`src/rtl/tcb_pkg.sv`:
```
// Shared TCB package.
//   tcb_par_t  : bus parameter bundle (address / data width)
//   tcb_sts_t  : response status carried on err
//   GPIO_*     : byte offsets of the GPIO register map (decoded on adr[3:2])
package tcb_pkg;

  typedef struct packed {
    int unsigned adr;
    int unsigned dat;
  } tcb_par_t;

  localparam tcb_par_t TCB_PAR_DEF = '{adr: 32, dat: 32};

  typedef enum logic {
    TCB_OKAY  = 1'b0,
    TCB_ERROR = 1'b1
  } tcb_sts_t;

  localparam logic [3:0] GPIO_OUT = 4'h0;
  localparam logic [3:0] GPIO_ENA = 4'h4;
  localparam logic [3:0] GPIO_INP = 4'h8;
  localparam logic [3:0] GPIO_RSV = 4'hC;

endpackage

```
`src/rtl/tcb_gpio_sync.sv`:
```
// Multi-stage input synchronizer for the GPIO pad inputs.
//   clk, rst : clock, asynchronous active-low reset (clears every stage)
//   d        : asynchronous pad values
//   q        : value after CFG_CDC flops; CFG_CDC = 0 passes d straight through
module tcb_gpio_sync #(
  parameter int    GW      = 32,
  parameter int    CFG_CDC = 2,
  parameter string CHIP    = ""
) (
  input  logic          clk,
  input  logic          rst,
  input  logic [GW-1:0] d,
  output logic [GW-1:0] q
);

  // No vendor synchronizer primitives exist in this slice, so every CHIP
  // target maps onto the same generic flop chain.
  logic unused_chip;
  assign unused_chip = (CHIP == "");

  if (CFG_CDC == 0) begin : g_bypass
    assign q = d;
  end else begin : g_chain
    logic [GW-1:0] stg [CFG_CDC];

    always_ff @(posedge clk or negedge rst) begin
      if (!rst) begin
        for (int i = 0; i < CFG_CDC; i++) stg[i] <= '0;
      end else begin
        stg[0] <= d;
        for (int i = 1; i < CFG_CDC; i++) stg[i] <= stg[i-1];
      end
    end

    assign q = stg[CFG_CDC-1];
  end

endmodule

```
`src/rtl/tcb_gpio.sv`:
```
// GPIO peripheral on a TCB half-duplex bus.
//   clk, rst       : clock, asynchronous active-low reset
//   vld/wen/adr/ben/wdt : TCB request (transfer on vld & rdy)
//   rdy            : always 1, no back-pressure
//   rdt/err        : registered response, valid one cycle after the transfer
//   gpio_o/gpio_e  : output value / output enable registers
//   gpio_i         : pad inputs, read through the synchronizer at 0x08
// Handshake: a request is taken on every rising edge where vld & rdy = 1;
// its response (rdt for reads, err for both) is presented the following cycle.
module tcb_gpio
  import tcb_pkg::*;
#(
  parameter int    GW      = 32,
  parameter int    ADR     = 32,
  parameter int    DAT     = 32,
  parameter int    CFG_CDC = 2,
  parameter int    CFG_MIN = 0,
  parameter string CHIP    = ""
) (
  input  logic             clk,
  input  logic             rst,
  input  logic             vld,
  input  logic             wen,
  input  logic [ADR-1:0]   adr,
  input  logic [DAT/8-1:0] ben,
  input  logic [DAT-1:0]   wdt,
  output logic             rdy,
  output logic [DAT-1:0]   rdt,
  output logic             err,
  output logic [GW-1:0]    gpio_o,
  output logic [GW-1:0]    gpio_e,
  input  logic [GW-1:0]    gpio_i
);

  localparam int BEN = DAT/8;

  logic [GW-1:0]  out_r, ena_r, inp_s;
  logic [1:0]     sel;
  logic           trn;
  logic [DAT-1:0] wmask;
  logic [GW-1:0]  out_nxt, ena_nxt;
  logic [DAT-1:0] rd_val;
  logic           bad;
  tcb_sts_t       sts_r;

  // Only adr[3:2] decodes; the rest of the address aliases.
  logic unused_adr;
  assign unused_adr = ^{adr[ADR-1:4], adr[1:0]};

  assign rdy = 1'b1;
  assign trn = vld & rdy;
  assign sel = adr[3:2];

  tcb_gpio_sync #(
    .GW      (GW),
    .CFG_CDC (CFG_CDC),
    .CHIP    (CHIP)
  ) u_sync (
    .clk (clk),
    .rst (rst),
    .d   (gpio_i),
    .q   (inp_s)
  );

  // Byte-lane write mask; minimal configuration writes full words only.
  always_comb begin
    wmask = '0;
    for (int b = 0; b < BEN; b++)
      wmask[8*b +: 8] = {8{ben[b] | (CFG_MIN != 0)}};
  end

  // Merge in the DAT domain, then drop bits at or above GW.
  assign out_nxt = GW'((DAT'(out_r) & ~wmask) | (wdt & wmask));
  assign ena_nxt = GW'((DAT'(ena_r) & ~wmask) | (wdt & wmask));

  always_comb begin
    rd_val = '0;
    case (sel)
      GPIO_OUT[3:2]: rd_val = DAT'(out_r);
      GPIO_ENA[3:2]: rd_val = DAT'(ena_r);
      GPIO_INP[3:2]: rd_val = DAT'(inp_s);
      default:       rd_val = '0;
    endcase
  end

  // Writes to INP / reserved and reads of reserved are flagged.
  always_comb begin
    if (wen) bad = (sel == GPIO_INP[3:2]) || (sel == GPIO_RSV[3:2]);
    else     bad = (sel == GPIO_RSV[3:2]);
    if (CFG_MIN != 0) bad = 1'b0;
  end

  always_ff @(posedge clk or negedge rst) begin
    if (!rst) begin
      out_r <= '0;
      ena_r <= '0;
    end else if (trn && wen) begin
      if (sel == GPIO_OUT[3:2]) out_r <= out_nxt;
      if (sel == GPIO_ENA[3:2]) ena_r <= ena_nxt;
    end
  end

  // Response registers; rdt holds across cycles without a read, err is
  // a per-response flag and returns to OKAY when nothing was transferred.
  always_ff @(posedge clk or negedge rst) begin
    if (!rst) begin
      rdt   <= '0;
      sts_r <= TCB_OKAY;
    end else begin
      if (trn && !wen) rdt <= rd_val;
      sts_r <= (trn && bad) ? TCB_ERROR : TCB_OKAY;
    end
  end

  assign err    = (sts_r == TCB_ERROR);
  assign gpio_o = out_r;
  assign gpio_e = ena_r;

endmodule

```
`config.mk`:
```
export PLATFORM = sky130hd
export DESIGN_NAME = tcb_gpio
export DESIGN_NICKNAME = d
export VERILOG_FILES = /design/src/rtl/tcb_pkg.sv /design/src/rtl/tcb_gpio_sync.sv /design/src/rtl/tcb_gpio.sv
export SDC_FILE = /design/constraint.sdc
export NUM_CORES = 1
export LEC_CHECK = 0
export ABC_AREA = 1
export BUFFER_PORTS_ARGS = -buffer_cell sky130_fd_sc_hd__buf_2
export CAP_MARGIN = 20
export CORE_ASPECT_RATIO = 0.8
export CORE_MARGIN = 2
export CORE_UTILIZATION = 25
export CTS_CLUSTER_SIZE = 40
export DETAILED_ROUTE_END_ITERATION = 8
export PLACE_DENSITY_LB_ADDON = 0.05
export SYNTH_ARGS = -nofsm -noshare
export SYNTH_HDL_FRONTEND = slang
export SYNTH_HIERARCHICAL = 1
export SYNTH_SLANG_ARGS = --single-unit
```
`constraint.sdc`:
```
create_clock -name clk -period 1 [get_ports clk]
set_input_delay 0.15 -clock clk [delete_from_list [all_inputs] [get_ports clk]]
set_output_delay 0.15 -clock clk [all_outputs]
set_load 0.01 [all_outputs]
```
==> results.sh, run 1 <==
export IMPL_required_ns=0.85
export IMPL_post_place_ws_ns=-0.265
export IMPL_critPathSlowestCell="dfrtp_1"
export IMPL_ys_flop_type="dfrtp_1"
export IMPL_cts_tree="built"
export IMPL_crit_path_cell_trace="buf_2"
export IMPL_final_area_um2=9790
export IMPL_hold_violations=0
export IMPL_fin_nets=1097
export IMPL_syn_area_um2=6360
export IMPL_synth_top_area_cell="dfrtp_1"
export IMPL_min_from="ben[3]"
export IMPL_p_leak_uw=0.00522
export IMPL_yosysMostFrequentCell="nand2_1"
export IMPL_setup_slack_ns=-0.164
export IMPL_synth_edf_count=0
export IMPL_end_kind="output pin"
export IMPL_fp_dieH_um=147
export IMPL_core_um2=25100
export IMPL_clock_path_buffers=2
export IMPL_syn_area_per_cell_um2=9.46
export IMPL_cts_sinks=161
export IMPL_wl_per_cell_um=16.5
export IMPL_synth_seq_cells=161
export IMPL_cpPeakStageDelay_ns=0.43
export IMPL_maxCapViolCount=0
export IMPL_row_count=52
export IMPL_overflow=0
export IMPL_dp_hpwl_um=15100
export IMPL_firstDrtPassIters=4
export IMPL_startpoint_type="register"
export IMPL_grt_use_total_pct=16.9
export IMPL_cts_clk_slew_worst_paths_ns=0.06
export IMPL_drive_above_1_share_pct=36.3
export IMPL_min_path_type="input pin to register"
export IMPL_root_buffer="clkbuf_16"
export IMPL_ys_seq_area_share_pct=63.4
export IMPL_drtIter0Drc=377
export IMPL_routabilityCongestion=0.820
export IMPL_setup_viol=100
export IMPL_port_buffers=170
export IMPL_finalPower_uw=19100
export IMPL_antenna_found_initial=2
export IMPL_fp_dieArea_um2=26700
export IMPL_yosys_warnings=6
export IMPL_synthTopCellsByArea="dfrtp_1 63%, nand2_1 17%, nand3_1 10%"
export IMPL_synth_cell_types=16
export IMPL_die_w_um=182
export IMPL_wl_um=22000
export IMPL_status="complete, but fails checks"
export IMPL_netlist_area_leader_share_pct=63.4
export IMPL_synth_nets=776
export IMPL_clk_latency_ns=0.42
export IMPL_critPathMaxFanout=2
export IMPL_postPlaceCellArea_um2=7650
export IMPL_rsz0062_at_grt="true"
export IMPL_tns_ns=-10.08
export IMPL_area_growth_pct=54.0
export IMPL_grt_pass1_vias=5977
export IMPL_path_buf_inv=1
export IMPL_routed_via_density=4.37
export IMPL_io_pins=202
export IMPL_cts_htree_levels=4
export IMPL_ys_async_sr_fraction_pct=100
export IMPL_power_density_nw_per_um2=1950
export IMPL_worstSetupPathType="register to output pin"
export IMPL_fin_crit_ns=1.16
export IMPL_finClkSkew_ns=0.0115
export IMPL_yosys_top_cells_count="292 x nand2_1, 161 x dfrtp_1, 128 x nand3_1"
export IMPL_synthCells=672
export IMPL_vias=5815
export IMPL_ir_worst_vdd_mv=1.02
export IMPL_drc=0
export IMPL_ant_nets=0
export IMPL_violations="setup timing"
export IMPL_cts_buffers=17
export IMPL_final_max_slew_violation_count=0
export IMPL_start_util_pct=25.3
export IMPL_grt_max_degree=47
export IMPL_fmax_mhz=859
export IMPL_arrival_ns=1.01
export IMPL_period_share_pct=116
export IMPL_critical_path_top_delay_family="flip-flops"
export IMPL_grt_pass1_wl_um=34100
==> final timing paths <==
| check | cells past startpoint | to | slack [ns] |
|---|---|---|---|
| worst max-delay path | 1 | gpio_o[23] | -0.16 |
| worst min-delay path | 3 | register | 0.04 |
| worst max register to register | 6 | rdt[10] | -0.05 |
| worst min register to register | 0 | u_sync/q[25] | 0.35 |
| max in group asynchronous | 3 | asynchronous set/reset pin | 0.33 |
| min in group asynchronous | 2 | u_sync/g_chain.stg[39] | 0.13 |
==> cell families after synthesis <==
kind of cell           Yosys count  synth area share [%]
and+or+nand+nor                437                  29.6
AOI/OAI and AO/OA                1                0.0786
other                            1                0.0590
buffers and inverters           72                  6.89
DFF                            161                  63.4
==> where the power goes <==
group | total, uW | leakage, uW | switching, uW | internal (uW)
sequential | 7940 | 0.00199 | 563 | 7370
combinational | 4520 | 0.00295 | 2150 | 2370
clock | 6600 | 0.000281 | 2800 | 3800
total | 19100 | 0.00522 | 5510 | 13500
==> through the flow <==
| stage | hold slack [ns] | utilization, % | cells |
|---|---|---|---|
| finish | 0.0430 | 39.0 | 1331 |
| global route | 0.0842 | 39.0 | 1331 |
| detailed placement | 0.0106 | 30.5 | 1143 |
| global placement | 0.00962 | 30.5 | 1143 |
| CTS | 0.0236 | 37.9 | 1311 |
| floorplan | -0.146 | - | 672 |
==> area by class of cell <==
type,instances,area [um^2]
clock inverters,12,149
fillers,2596,15300
clock buffers,19,443
repair buffers,365,2770
multi-input cells,439,1950
diodes,2,5.00
well taps,324,405
inverters,9,36.3
flip-flops and latches,161,4030
==> routing by layer <==
layer	routed length [um]	part of all wire [%]	vias to the layer above	GRT usage (%)
met5	0	0	-	0
met4	252	1.1	0	5.12
met3	1090	4.9	18	3.87
met2	10300	47	180	26.5
met1	10400	47	2866	23.2
li1	-	-	2751	-
==> cells in the final DEF (no fill, tap or decap), types with 2 or more instances in the layout <==
cell	n
dlygate4sd3_1	65
buf_6	30
inv_8	2
clkbuf_16	17
inv_6	3
nand3_1	119
clkinv_4	2
nor2_4	6
nand2_1	288
buf_4	113
inv_1	4
clkinvlp_4	3
dfrtp_1	161
inv_2	4
buf_12	10
nand3_2	9
nand2_2	14
diode_2	2
bufinv_16	2
buf_2	147
==> repair_timing <==
item                                   4_1_cts  5_1_grt
hold buffers                                65        0
gates resized for setup                     18       29
pin swaps                                    0        7
setup buffers                               72       18
setup endpoints to repair                   97      101
endpoints found under the hold margin      254        0
gates cloned                                 0        0
Power figures use the tool's default switching activity.
==> run 2, diff against run 1 <==
--- a/config.mk
+++ b/config.mk
@@ -14,6 +14,7 @@
 export CTS_CLUSTER_SIZE = 40
 export DETAILED_ROUTE_END_ITERATION = 8
 export PLACE_DENSITY_LB_ADDON = 0.05
+export REMOVE_ABC_BUFFERS = 1
 export SYNTH_ARGS = -nofsm -noshare
 export SYNTH_HDL_FRONTEND = slang
 export SYNTH_HIERARCHICAL = 1
==> run 2 against run 1 <==
Effect of this change: the flow still finishes with violations (setup timing); non-clock buffer count up 1; clock skew down 0.0012 ns; via count down 2.3%; wire length up 1.1%; register-to-register slack better by 0.03 ns; global-route usage up 0.21 points; worst setup slack better by 0.0014 ns; total power down 1.1%; critical endpoint is now gpio_e[18]; highest routed layer unchanged.
==> results.sh, run 2 (synthesized netlist as in run 1, its figures left out) <==
export IMPL_setup_slack_ns=-0.162
export IMPL_die_w_um=182
export IMPL_vias=5679
export IMPL_ir_worst_vdd_mv=1.18
export IMPL_max_slew_margin_pct=65.0
export IMPL_fmax_mhz=860
export IMPL_row_count=52
export IMPL_setup_viol=102
export IMPL_ant_nets=0
export IMPL_path_buf_inv=1
export IMPL_routed_via_density=4.27
export IMPL_arrival_ns=1.01
export IMPL_start_util_pct=25.3
export IMPL_routabilityCongestion=0.762
export IMPL_hold_violations=0
export IMPL_worstSetupPathType="register to output pin"
export IMPL_startpoint_type="register"
export IMPL_core_um2=25100
export IMPL_critical_path_top_delay_family="flip-flops"
export IMPL_min_path_type="input pin to register"
export IMPL_final_common_cell="nand2_1"
export IMPL_crit_path_cell_trace="buf_2"
export IMPL_rsz0062_at_grt="true"
export IMPL_dp_hpwl_um=14600
export IMPL_tightest_slew_ns=0.524
export IMPL_fp_dieH_um=147
export IMPL_overflow=0
export IMPL_required_ns=0.85
export IMPL_regToRegEndpoint="rdt[2]"
export IMPL_fp_dieArea_um2=26700
export IMPL_cts_sinks=161
export IMPL_power_density_nw_per_um2=1930
export IMPL_critPathMaxFanout=3
export IMPL_p_leak_uw=0.00521
export IMPL_grt_pass1_wl_um=34200
export IMPL_grt_use_total_pct=17.1
export IMPL_area_growth_pct=53.2
export IMPL_fin_crit_ns=1.16
export IMPL_drtIter0Drc=281
export IMPL_critPathSlowestCell="dfrtp_1"
export IMPL_reg2regPathDepth=6
export IMPL_wl_per_cell_um=16.7
export IMPL_grt_pass1_vias=5960
export IMPL_drive_above_1_share_pct=37.0
export IMPL_n_antenna_cell=0
export IMPL_finClkSkew_ns=0.0103
export IMPL_cts_clk_slew_worst_paths_ns=0.07
export IMPL_clk_latency_ns=0.42
export IMPL_antenna_found_initial=0
export IMPL_maxCapViolCount=0
export IMPL_root_buffer="clkbuf_16"
export IMPL_finalPower_uw=18800
export IMPL_end_kind="output pin"
export IMPL_rrSetupSlack_ns=-0.02
export IMPL_io_pins=202
export IMPL_period_share_pct=116
export IMPL_cts_tree="built"
export IMPL_hold_ws_ns=0.0716
export IMPL_violations="setup timing"
export IMPL_status="complete, but fails checks"
export IMPL_post_place_ws_ns=-0.280
export IMPL_firstDrtPassIters=4
export IMPL_grt_max_degree=32
export IMPL_cpPeakStageDelay_ns=0.43
export IMPL_wl_um=22200
export IMPL_final_max_slew_violation_count=0
export IMPL_layout_common_cells="289 x nand2_1, 161 x dfrtp_1, 148 x buf_2, 122 x buf_4, 111 x nand3_1"
export IMPL_port_buffers=170
export IMPL_min_path_cells=4
export IMPL_min_from="wen"
export IMPL_fin_nets=1098
export IMPL_cts_buffers=17
export IMPL_hold_end="err"
export IMPL_clock_path_buffers=2
export IMPL_drc=0
export IMPL_cts_htree_levels=4
==> run 2: cell count changes in the layout (fill, tap and decap cells not counted), moves of 2 or more <==
| cell | before | now |
|---|---|---|
| buf_12 | 10 | 7 |
| buf_4 | 113 | 122 |
| buf_6 | 30 | 24 |
| clkinv_4 | 2 | 4 |
| diode_2 | 2 | 0 |
| inv_6 | 3 | 1 |
| inv_8 | 2 | 0 |
| nand3_1 | 119 | 111 |
| nand3_2 | 9 | 17 |
==> run 2: layer usage <==
| layer | share of wire [%] | routed length [um] | up-vias | GRT usage [%] |
|---|---|---|---|---|
| li1 | - | - | 2743 | - |
| met1 | 49 | 10900 | 2740 | 24.5 |
| met2 | 43 | 9670 | 182 | 25.4 |
| met3 | 6.5 | 1440 | 14 | 4.42 |
| met4 | 0.84 | 186 | 0 | 4.76 |
| met5 | 0 | 0 | - | 0 |
==> run 2: area by class of cell <==
type	count	area, um^2
Clock inverter	12	139
Fill cell	2575	15400
Timing Repair Buffer	366	2720
Inverter	9	36.3
Clock buffer	18	429
Tap cell	324	405
Multi-Input combinational cell	439	1980
Sequential cell	161	4030
==> run 2: worst min-delay path, cell delays in order <==
cell     delay (ns)
buf_2          0.11
inv_2          0.06
buf_4          0.09
a21oi_1        0.06
==> run 2: metrics by stage <==
stage	instances	TNS [ns]	utilization, %	area (um^2)
finish	1329	-10.05	38.8	9740
global route	1329	-14.91	38.8	9740
CTS	1308	-12.91	37.4	9390
detailed placement	1145	-22.04	30.4	7620
global placement	1145	-20.88	30.4	7620
floorplan	609	-19.67	-	5960
==> run 2: worst max path at each step <==
| stage | startpoint | depth (start not counted) | to | slack (ns) |
|---|---|---|---|---|
| 6_report | register | 1 | gpio_e[18] | -0.16 |
| 5_1_grt | register | 1 | gpio_o[12] | -0.19 |
| 4_1_cts | register | 1 | gpio_o[12] | -0.18 |
| 3_5_place_dp | adr[2] | 6 | rdt[18] | -0.28 |
| 3_3_place_gp | adr[2] | 6 | rdt[18] | -0.25 |
| 2_1_floorplan | wen | 5 | rdt[0] | -0.33 |
==> run 2: where the power goes <==
group          internal (uW)  leakage, uW  switching (uW)  total, uW
registers               7370      0.00199             568       7940
logic                   2340      0.00296            2130       4470
clock network           3670     0.000264            2760       6420
==> run 2: repair_timing <==
action / CTS / global route
endpoints found under the hold margin: 255 / 0
resized for setup: 11 / 36
hold buffers: 65 / 0
setup endpoints to repair: 97 / 102
pin swaps: 0 / 7
buffers inserted: 68 / 23
